`src/rtl/vram_arbiter_if.sv`:
```
`default_nettype none
// ============================================================================
//  Module      : vram_arbiter_if
//  Description : Bus bundle between the VRAM arbiter, the graphics engine,
//                the CPU bus, the VRAM macro and the statistics registers.
//                slave  = arbiter view, master = surrounding system view.
//  Revision    : 1.0  initial release
// ============================================================================
interface vram_arbiter_if #(
    parameter int ADDR_W = 11
);
    // Graphics engine port
    logic              gfx_req_i;
    logic [ADDR_W-1:0] gfx_addr_i;
    logic [31:0]       gfx_rdata_o;

    // CPU port
    logic              cpu_req_i;
    logic              cpu_we_i;
    logic [ADDR_W-1:0] cpu_addr_i;
    logic [31:0]       cpu_wdata_i;
    logic [3:0]        cpu_wstrb_i;
    logic              cpu_ack_o;
    logic [31:0]       cpu_rdata_o;

    // VRAM macro port
    logic [ADDR_W-1:0] mem_addr_o;
    logic [3:0]        mem_we_o;
    logic [31:0]       mem_wdata_o;
    logic [31:0]       mem_rdata_i;

    // Wait statistics
    logic              stat_clr_i;
    logic [7:0]        stall_max_o;
    logic              starve_o;

    modport slave (
        input  gfx_req_i, gfx_addr_i,
        output gfx_rdata_o,
        input  cpu_req_i, cpu_we_i, cpu_addr_i, cpu_wdata_i, cpu_wstrb_i,
        output cpu_ack_o, cpu_rdata_o,
        output mem_addr_o, mem_we_o, mem_wdata_o,
        input  mem_rdata_i,
        input  stat_clr_i,
        output stall_max_o, starve_o
    );

    modport master (
        output gfx_req_i, gfx_addr_i,
        input  gfx_rdata_o,
        output cpu_req_i, cpu_we_i, cpu_addr_i, cpu_wdata_i, cpu_wstrb_i,
        input  cpu_ack_o, cpu_rdata_o,
        input  mem_addr_o, mem_we_o, mem_wdata_o,
        output mem_rdata_i,
        output stat_clr_i,
        input  stall_max_o, starve_o
    );
endinterface
`default_nettype wire

```
`src/rtl/vram_arbiter.sv`:
```
`default_nettype none
// ============================================================================
//  Module      : vram_arbiter
//  Description : Shares a single-port 1-cycle-latency VRAM between the
//                graphics engine (absolute priority, never delayed) and the
//                CPU bus (held request, issued in free cycles). Records the
//                worst CPU blocked time and a sticky starvation flag.
//  Revision    : 1.0  initial release
// ============================================================================
module vram_arbiter #(
    parameter int ADDR_W       = 11,
    parameter int STARVE_LIMIT = 64
) (
    input logic           clk,
    input logic           rst,
    vram_arbiter_if.slave bus
);

    typedef enum logic [1:0] {
        S_IDLE  = 2'd0,
        S_ISSUE = 2'd1,
        S_DONE  = 2'd2
    } state_t;

    localparam logic [7:0] c_starve_limit = 8'(STARVE_LIMIT);
    localparam logic [7:0] c_wait_max     = 8'hFF;

    state_t            r_state;
    state_t            w_state_next;

    // Held CPU request
    logic [ADDR_W-1:0] r_addr;
    logic              r_we;
    logic [31:0]       r_wdata;
    logic [3:0]        r_wstrb;

    logic [7:0]        r_wait_cnt;
    logic [7:0]        w_wait_inc;
    logic [31:0]       r_rdata;
    logic [7:0]        r_stall_max;
    logic              r_starve;

    logic [ADDR_W-1:0] w_mem_addr;
    logic [3:0]        w_mem_we;
    logic              w_cpu_ack;
    logic [31:0]       w_cpu_rdata;

    assign w_wait_inc = (r_wait_cnt == c_wait_max) ? c_wait_max : r_wait_cnt + 8'd1;

    // State register
    always_ff @(posedge clk or posedge rst) begin
        if (rst) begin
            r_state <= S_IDLE;
        end else begin
            r_state <= w_state_next;
        end
    end

    // Next-state logic, memory mux and CPU completion outputs
    always_comb begin
        w_state_next = r_state;
        w_mem_addr   = bus.gfx_addr_i;
        w_mem_we     = 4'h0;
        w_cpu_ack    = 1'b0;
        w_cpu_rdata  = r_rdata;
        case (r_state)
            S_IDLE: begin
                if (bus.cpu_req_i) begin
                    w_state_next = S_ISSUE;
                end
            end
            S_ISSUE: begin
                // Graphics owns the cycle whenever it asks; CPU waits.
                if (!bus.gfx_req_i) begin
                    w_mem_addr   = r_addr;
                    w_mem_we     = r_we ? r_wstrb : 4'h0;
                    w_state_next = S_DONE;
                end
            end
            S_DONE: begin
                // Data on mem_rdata_i now belongs to the CPU address issued
                // last cycle, regardless of what graphics drives this cycle.
                w_cpu_ack = 1'b1;
                if (!r_we) begin
                    w_cpu_rdata = bus.mem_rdata_i;
                end
                w_state_next = S_IDLE;
            end
            default: begin
                w_state_next = S_IDLE;
            end
        endcase
    end

    // Capture CPU request, count blocked cycles, hold returned read data
    always_ff @(posedge clk or posedge rst) begin
        if (rst) begin
            r_addr     <= '0;
            r_we       <= 1'b0;
            r_wdata    <= 32'h0;
            r_wstrb    <= 4'h0;
            r_wait_cnt <= 8'h0;
            r_rdata    <= 32'h0;
        end else begin
            if (r_state == S_IDLE && bus.cpu_req_i) begin
                r_addr     <= bus.cpu_addr_i;
                r_we       <= bus.cpu_we_i;
                r_wdata    <= bus.cpu_wdata_i;
                r_wstrb    <= bus.cpu_wstrb_i;
                r_wait_cnt <= 8'h0;
            end
            if (r_state == S_ISSUE && bus.gfx_req_i) begin
                r_wait_cnt <= w_wait_inc;
            end
            if (r_state == S_DONE && !r_we) begin
                r_rdata <= bus.mem_rdata_i;
            end
        end
    end

    // Wait statistics; a clear request overrides any simultaneous update
    always_ff @(posedge clk or posedge rst) begin
        if (rst) begin
            r_stall_max <= 8'h0;
            r_starve    <= 1'b0;
        end else if (bus.stat_clr_i) begin
            r_stall_max <= 8'h0;
            r_starve    <= 1'b0;
        end else begin
            if (r_state == S_DONE && r_wait_cnt > r_stall_max) begin
                r_stall_max <= r_wait_cnt;
            end
            if (r_state == S_ISSUE && bus.gfx_req_i && w_wait_inc >= c_starve_limit) begin
                r_starve <= 1'b1;
            end
        end
    end

    assign bus.gfx_rdata_o = bus.mem_rdata_i;
    assign bus.mem_addr_o  = w_mem_addr;
    assign bus.mem_we_o    = w_mem_we;
    assign bus.mem_wdata_o = r_wdata;
    assign bus.cpu_ack_o   = w_cpu_ack;
    assign bus.cpu_rdata_o = w_cpu_rdata;
    assign bus.stall_max_o = r_stall_max;
    assign bus.starve_o    = r_starve;

endmodule
`default_nettype wire

```
`src/flat_wrapper.sv`:
```
// flat-port wrapper written by rule: the top's interface ports become plain ports
module vram_arbiter_flat 
#(
    parameter int ADDR_W       = 11,
    parameter int STARVE_LIMIT = 64
)
  (clk, rst, bus_gfx_req_i, bus_gfx_addr_i, bus_gfx_rdata_o, bus_cpu_req_i, bus_cpu_we_i, bus_cpu_addr_i, bus_cpu_wdata_i, bus_cpu_wstrb_i, bus_cpu_ack_o, bus_cpu_rdata_o, bus_mem_addr_o, bus_mem_we_o, bus_mem_wdata_o, bus_mem_rdata_i, bus_stat_clr_i, bus_stall_max_o, bus_starve_o);
  vram_arbiter_if #(.ADDR_W(ADDR_W)) bus_i ();
  input logic clk;
  input logic rst;
  input wire logic [$bits(bus_i.gfx_req_i)-1:0] bus_gfx_req_i;
  input wire logic [$bits(bus_i.gfx_addr_i)-1:0] bus_gfx_addr_i;
  output wire logic [$bits(bus_i.gfx_rdata_o)-1:0] bus_gfx_rdata_o;
  input wire logic [$bits(bus_i.cpu_req_i)-1:0] bus_cpu_req_i;
  input wire logic [$bits(bus_i.cpu_we_i)-1:0] bus_cpu_we_i;
  input wire logic [$bits(bus_i.cpu_addr_i)-1:0] bus_cpu_addr_i;
  input wire logic [$bits(bus_i.cpu_wdata_i)-1:0] bus_cpu_wdata_i;
  input wire logic [$bits(bus_i.cpu_wstrb_i)-1:0] bus_cpu_wstrb_i;
  output wire logic [$bits(bus_i.cpu_ack_o)-1:0] bus_cpu_ack_o;
  output wire logic [$bits(bus_i.cpu_rdata_o)-1:0] bus_cpu_rdata_o;
  output wire logic [$bits(bus_i.mem_addr_o)-1:0] bus_mem_addr_o;
  output wire logic [$bits(bus_i.mem_we_o)-1:0] bus_mem_we_o;
  output wire logic [$bits(bus_i.mem_wdata_o)-1:0] bus_mem_wdata_o;
  input wire logic [$bits(bus_i.mem_rdata_i)-1:0] bus_mem_rdata_i;
  input wire logic [$bits(bus_i.stat_clr_i)-1:0] bus_stat_clr_i;
  output wire logic [$bits(bus_i.stall_max_o)-1:0] bus_stall_max_o;
  output wire logic [$bits(bus_i.starve_o)-1:0] bus_starve_o;
  assign bus_i.gfx_req_i = bus_gfx_req_i;
  assign bus_i.gfx_addr_i = bus_gfx_addr_i;
  assign bus_gfx_rdata_o = bus_i.gfx_rdata_o;
  assign bus_i.cpu_req_i = bus_cpu_req_i;
  assign bus_i.cpu_we_i = bus_cpu_we_i;
  assign bus_i.cpu_addr_i = bus_cpu_addr_i;
  assign bus_i.cpu_wdata_i = bus_cpu_wdata_i;
  assign bus_i.cpu_wstrb_i = bus_cpu_wstrb_i;
  assign bus_cpu_ack_o = bus_i.cpu_ack_o;
  assign bus_cpu_rdata_o = bus_i.cpu_rdata_o;
  assign bus_mem_addr_o = bus_i.mem_addr_o;
  assign bus_mem_we_o = bus_i.mem_we_o;
  assign bus_mem_wdata_o = bus_i.mem_wdata_o;
  assign bus_i.mem_rdata_i = bus_mem_rdata_i;
  assign bus_i.stat_clr_i = bus_stat_clr_i;
  assign bus_stall_max_o = bus_i.stall_max_o;
  assign bus_starve_o = bus_i.starve_o;
  vram_arbiter #(.ADDR_W(ADDR_W), .STARVE_LIMIT(STARVE_LIMIT)) u_core (.clk(clk), .rst(rst), .bus(bus_i));
endmodule
```
`config.mk`:
```
export PLATFORM = sky130hd
export DESIGN_NAME = vram_arbiter_flat
export DESIGN_NICKNAME = d
export VERILOG_FILES = /design/src/rtl/vram_arbiter_if.sv /design/src/rtl/vram_arbiter.sv /design/src/flat_wrapper.sv
export SDC_FILE = /design/constraint.sdc
export NUM_CORES = 1
export LEC_CHECK = 0
export CAP_MARGIN = 0
export CORE_ASPECT_RATIO = 0.7
export CORE_MARGIN = 2
export CORE_UTILIZATION = 25
export CTS_CLUSTER_DIAMETER = 50
export DETAILED_ROUTE_END_ITERATION = 8
export MAX_ROUTING_LAYER = met4
export REMOVE_ABC_BUFFERS = 1
export SETUP_SLACK_MARGIN = 0.1
export SYNTH_ARGS = -nofsm -noshare
export SYNTH_HDL_FRONTEND = slang
export SYNTH_SLANG_ARGS = --single-unit
```
`constraint.sdc`:
```
create_clock -name clk -period 4.67 [get_ports clk]
set_clock_uncertainty 0.1 [all_clocks]
set_input_delay 0.7005 -clock clk [delete_from_list [all_inputs] [get_ports clk]]
set_output_delay 0.7005 -clock clk [all_outputs]
set_load 0.05 [all_outputs]
```
==> out/metrics.yaml <==
slew_headroom_pct: 27.4
p_sw_share_pct: 45.0
fin_crit_sh_pct: 81.2
cts.sinks: 99
path_max_fanout: 13
synth_seq_cells: 99
num_vias: 3835
n_fill_cell: 2060
timing.fmax_mhz: 264
drc: 0
ys_seq_area_share_pct: 47.0
finalHoldViolations: 0
post_drt_wl_per_cell_um: 13.9
p_sw_w: 0.00219
end_kind: "output port"
dr.pass1.iters: 4
cp_data_required_time_ns: 3.87
syn2layout_area_growth_pct: 46.1
synth_cells: 475
dieArea_um2: 22300
finalSetupViolations: 0
crit_type: "reg2out"
ioPinCount: 217
max_cap_violations: 0
rsz0062_at_grt: "false"
worst_pin_slew_ns: 1.09
ys.warnings.count: 0
post_cts_buffers: 0
timing.hold.ws_ns: 0.374
p_per_area_nw_per_um2: 632
timing.rr.end: "u_core.r_rdata[5]$_DFFE_PP0P_"
crit_arrival_ns: 2.99
clkTransAtPathRegs_ns: 0.07
grt_max_degree: 58
reg2regPathDepth: 4
outcome: "completed"
p_int_w: 0.00267
nets: 760
grt.total_usage_pct: 12.6
die_h_um: 125
min_to: "u_core.bus.mem_wdata_o[18]$_DFFE_PP0P_"
diodes: 0
initialDrtViolationCount: 169
cts_tree: "done"
cp-startpoint: "u_core.r_state[0]$_DFFE_PP0P_"
fp-row-count: 44
cts_max_level: 3
peakVddDrop_uv: 425
min_from: "u_core.bus.mem_wdata_o[18]$_DFFE_PP0P_"
setup_slack_ns: 0.877
hold-path-cell-count: 2
avgViaCountPerCell: 4.10
grt_overflow: 0
finalSetupTns_ns: 0
hold_class: "reg2reg"
numCtsBuffers: 9
syn_area_um2: 5270
clk_latency_ns: 0.35
synth_cell_types: 41
p_comb_share_pct: 56.3
preCtsSetupSlack_ns: 0.895
cts_resized: 0
power_frac_seq_pct: 28.5
p_leak_nw: 3.44
period_minus_slack_ns: 3.79
r2r_start: "u_core.r_state[0]$_DFFE_PP0P_"
grt_pass1_vias: 3978
drive_gt1_share_pct: 16.7
hold_buffers: 0
final_max_slew_viol_count: 0
timing.reg2reg.setup_slack_ns: 2.53
cts_buffer_depth: 2
grt_pass1_wl_um: 21100
antenna_found_initial: 0
wl_um: 13000
core-area_um2: 20700
root_buffer: "clkbuf_16"
die_x_um: 177
clkPwrFrac_pct: 15.2
critPathLaunchType: "register"
place_congestion: 0.737
synth.avg_cell_area_um2: 11.1
io_buffers: 216
dp_hpwl_um: 9400
start_util_pct: 25.4
ant_nets: 0
==> cells in the mapped netlist (all sizes together) <==
cell / instances / area [µm²]
and2: 1 / 6.26
a31oi: 2 / 12.5
mux2: 75 / 1070
o21ai: 3 / 15.0
a311oi: 1 / 8.76
a21oi: 8 / 40.0
and3: 4 / 25.0
nand2b: 16 / 100
or2b: 1 / 7.51
and2b: 1 / 10.0
clkbuf: 9 / 33.8
a211oi: 2 / 20.0
dfrtp: 99 / 2480
mux2i: 9 / 90.1
nand3: 5 / 30.0
nand2: 150 / 563
nor2: 9 / 43.8
a41oi: 2 / 17.5
nor3: 3 / 25.0
nand4: 2 / 12.5
and4b: 1 / 10.0
nor2b: 2 / 20.0
and3b: 1 / 10.0
ha: 9 / 113
o21a: 1 / 7.51
nor3b: 1 / 18.8
o211ai: 1 / 7.51
buf: 44 / 405
and4: 2 / 17.5
nand3b: 1 / 7.51
inv: 9 / 33.8
a21o: 1 / 7.51
==> stage by stage <==
| stage | total power (W) | instance area [µm²] | utilization (%) | std cells |
|---|---|---|---|---|
| 2_1_floorplan | 0.00323 | 4830 | - | 422 |
| 3_3_place_gp | 0.00415 | 7410 | 35.8 | 920 |
| 3_5_place_dp | 0.00416 | 7410 | 35.8 | 920 |
| 4_1_cts | 0.00493 | 7700 | 37.2 | 936 |
| 5_1_grt | 0.00513 | 7700 | 37.2 | 936 |
| 6_report | 0.00486 | 7700 | 37.2 | 936 |
==> state kept, by name, summed over array words and instances (netlist names) <==
name and cells:
u_core.bus.mem_wdata_o 32, u_core.r_rdata 32, u_core.r_addr 11, u_core.bus.stall_max_o 8, u_core.r_wait_cnt 8, u_core.r_wstrb 4, u_core.r_state 2, u_core.bus.starve_o 1
u_core.r_we 1
==> worst max path at each step <==
| stage | endpoint | slack, ns | cells after the start |
|---|---|---|---|
| global route | bus_cpu_rdata_o[5] | 0.73 | 5 |
| global placement | bus_mem_addr_o[0] | 0.91 | 4 |
| finish | bus_cpu_rdata_o[5] | 0.88 | 5 |
| floorplan | bus_cpu_rdata_o[0] | 1.06 | 3 |
| CTS | bus_cpu_rdata_o[5] | 0.83 | 5 |
| detailed placement | bus_mem_addr_o[4] | 0.89 | 4 |
==> placed cells by master (no fill, tap or decap), drive strengths merged, types with 2 or more instances in the layout <==
master         synthesis  final
a41oi                  2      2
ha                     9      9
nand3                  5      5
a21oi                  8      8
nor2                   9      9
a211oi                 2      2
nand2b                16     16
and4                   2      2
mux2i                  9      9
nand4                  2      2
a31oi                  2      2
nand2                150    150
mux2                  75     75
nor3                   3      3
nor2b                  2      2
inv                    9     12
buf                   44      6
clkdlybuf4s50          0    216
o21ai                  3      3
and3                   4      4
clkbuf                 9      9
dfrtp                 99     99
clkinv                 0      4
==> worst max-delay path, stage by stage, from the launching register on <==
cell and delay, ns:
dfrtp_1 0.41, and2b_4 0.30, nor2b_4 0.51, buf_4 0.37, mux2_4 0.32, clkdlybuf4s50_1 0.72
==> final cells by class <==
class                           count  area [µm²]  share of cell area, %
Tap cell                          276         345                   4.49
Timing Repair Buffer              222        2230                   29.0
Clock buffer                        9         225                   2.93
Multi-Input combinational cell    314        2320                   30.1
Clock inverter                      7        60.1                  0.780
Inverter                            9        36.3                  0.471
Sequential cell                    99        2480                   32.2
==> cells by family after synthesis <==
kind of cell / count (synthesis) / synth area share, %
buf+inv: 62 / 8.98
fa+ha+maj: 9 / 2.14
compound gates: 21 / 2.59
flops: 99 / 47.0
simple gates: 200 / 17.2
mux: 84 / 22.0
==> routing by layer <==
metal  routed length, µm  part of all wire [%]  track usage [%]  vias to the layer above
met2                5730                    44             18.0                      126
met4                 102                  0.78             2.22                        0
li1                    -                     -                -                     1908
met5                   0                     0                -                        -
met3                 987                   7.6             5.05                        9
met1                6220                    48             16.8                     1792
==> power groups by stage <==
stage / registers [W] / clock network, W / logic (W)
finish: 0.00139 / 0.000736 / 0.00274
global route: 0.00143 / 0.000807 / 0.00289
CTS: 0.00139 / 0.000776 / 0.00277
detailed placement: 0.00139 / 0 / 0.00277
global placement: 0.00140 / 0 / 0.00276
floorplan: 0.00176 / 0 / 0.00147
Note: power is estimated with default switching activity, not from simulation.
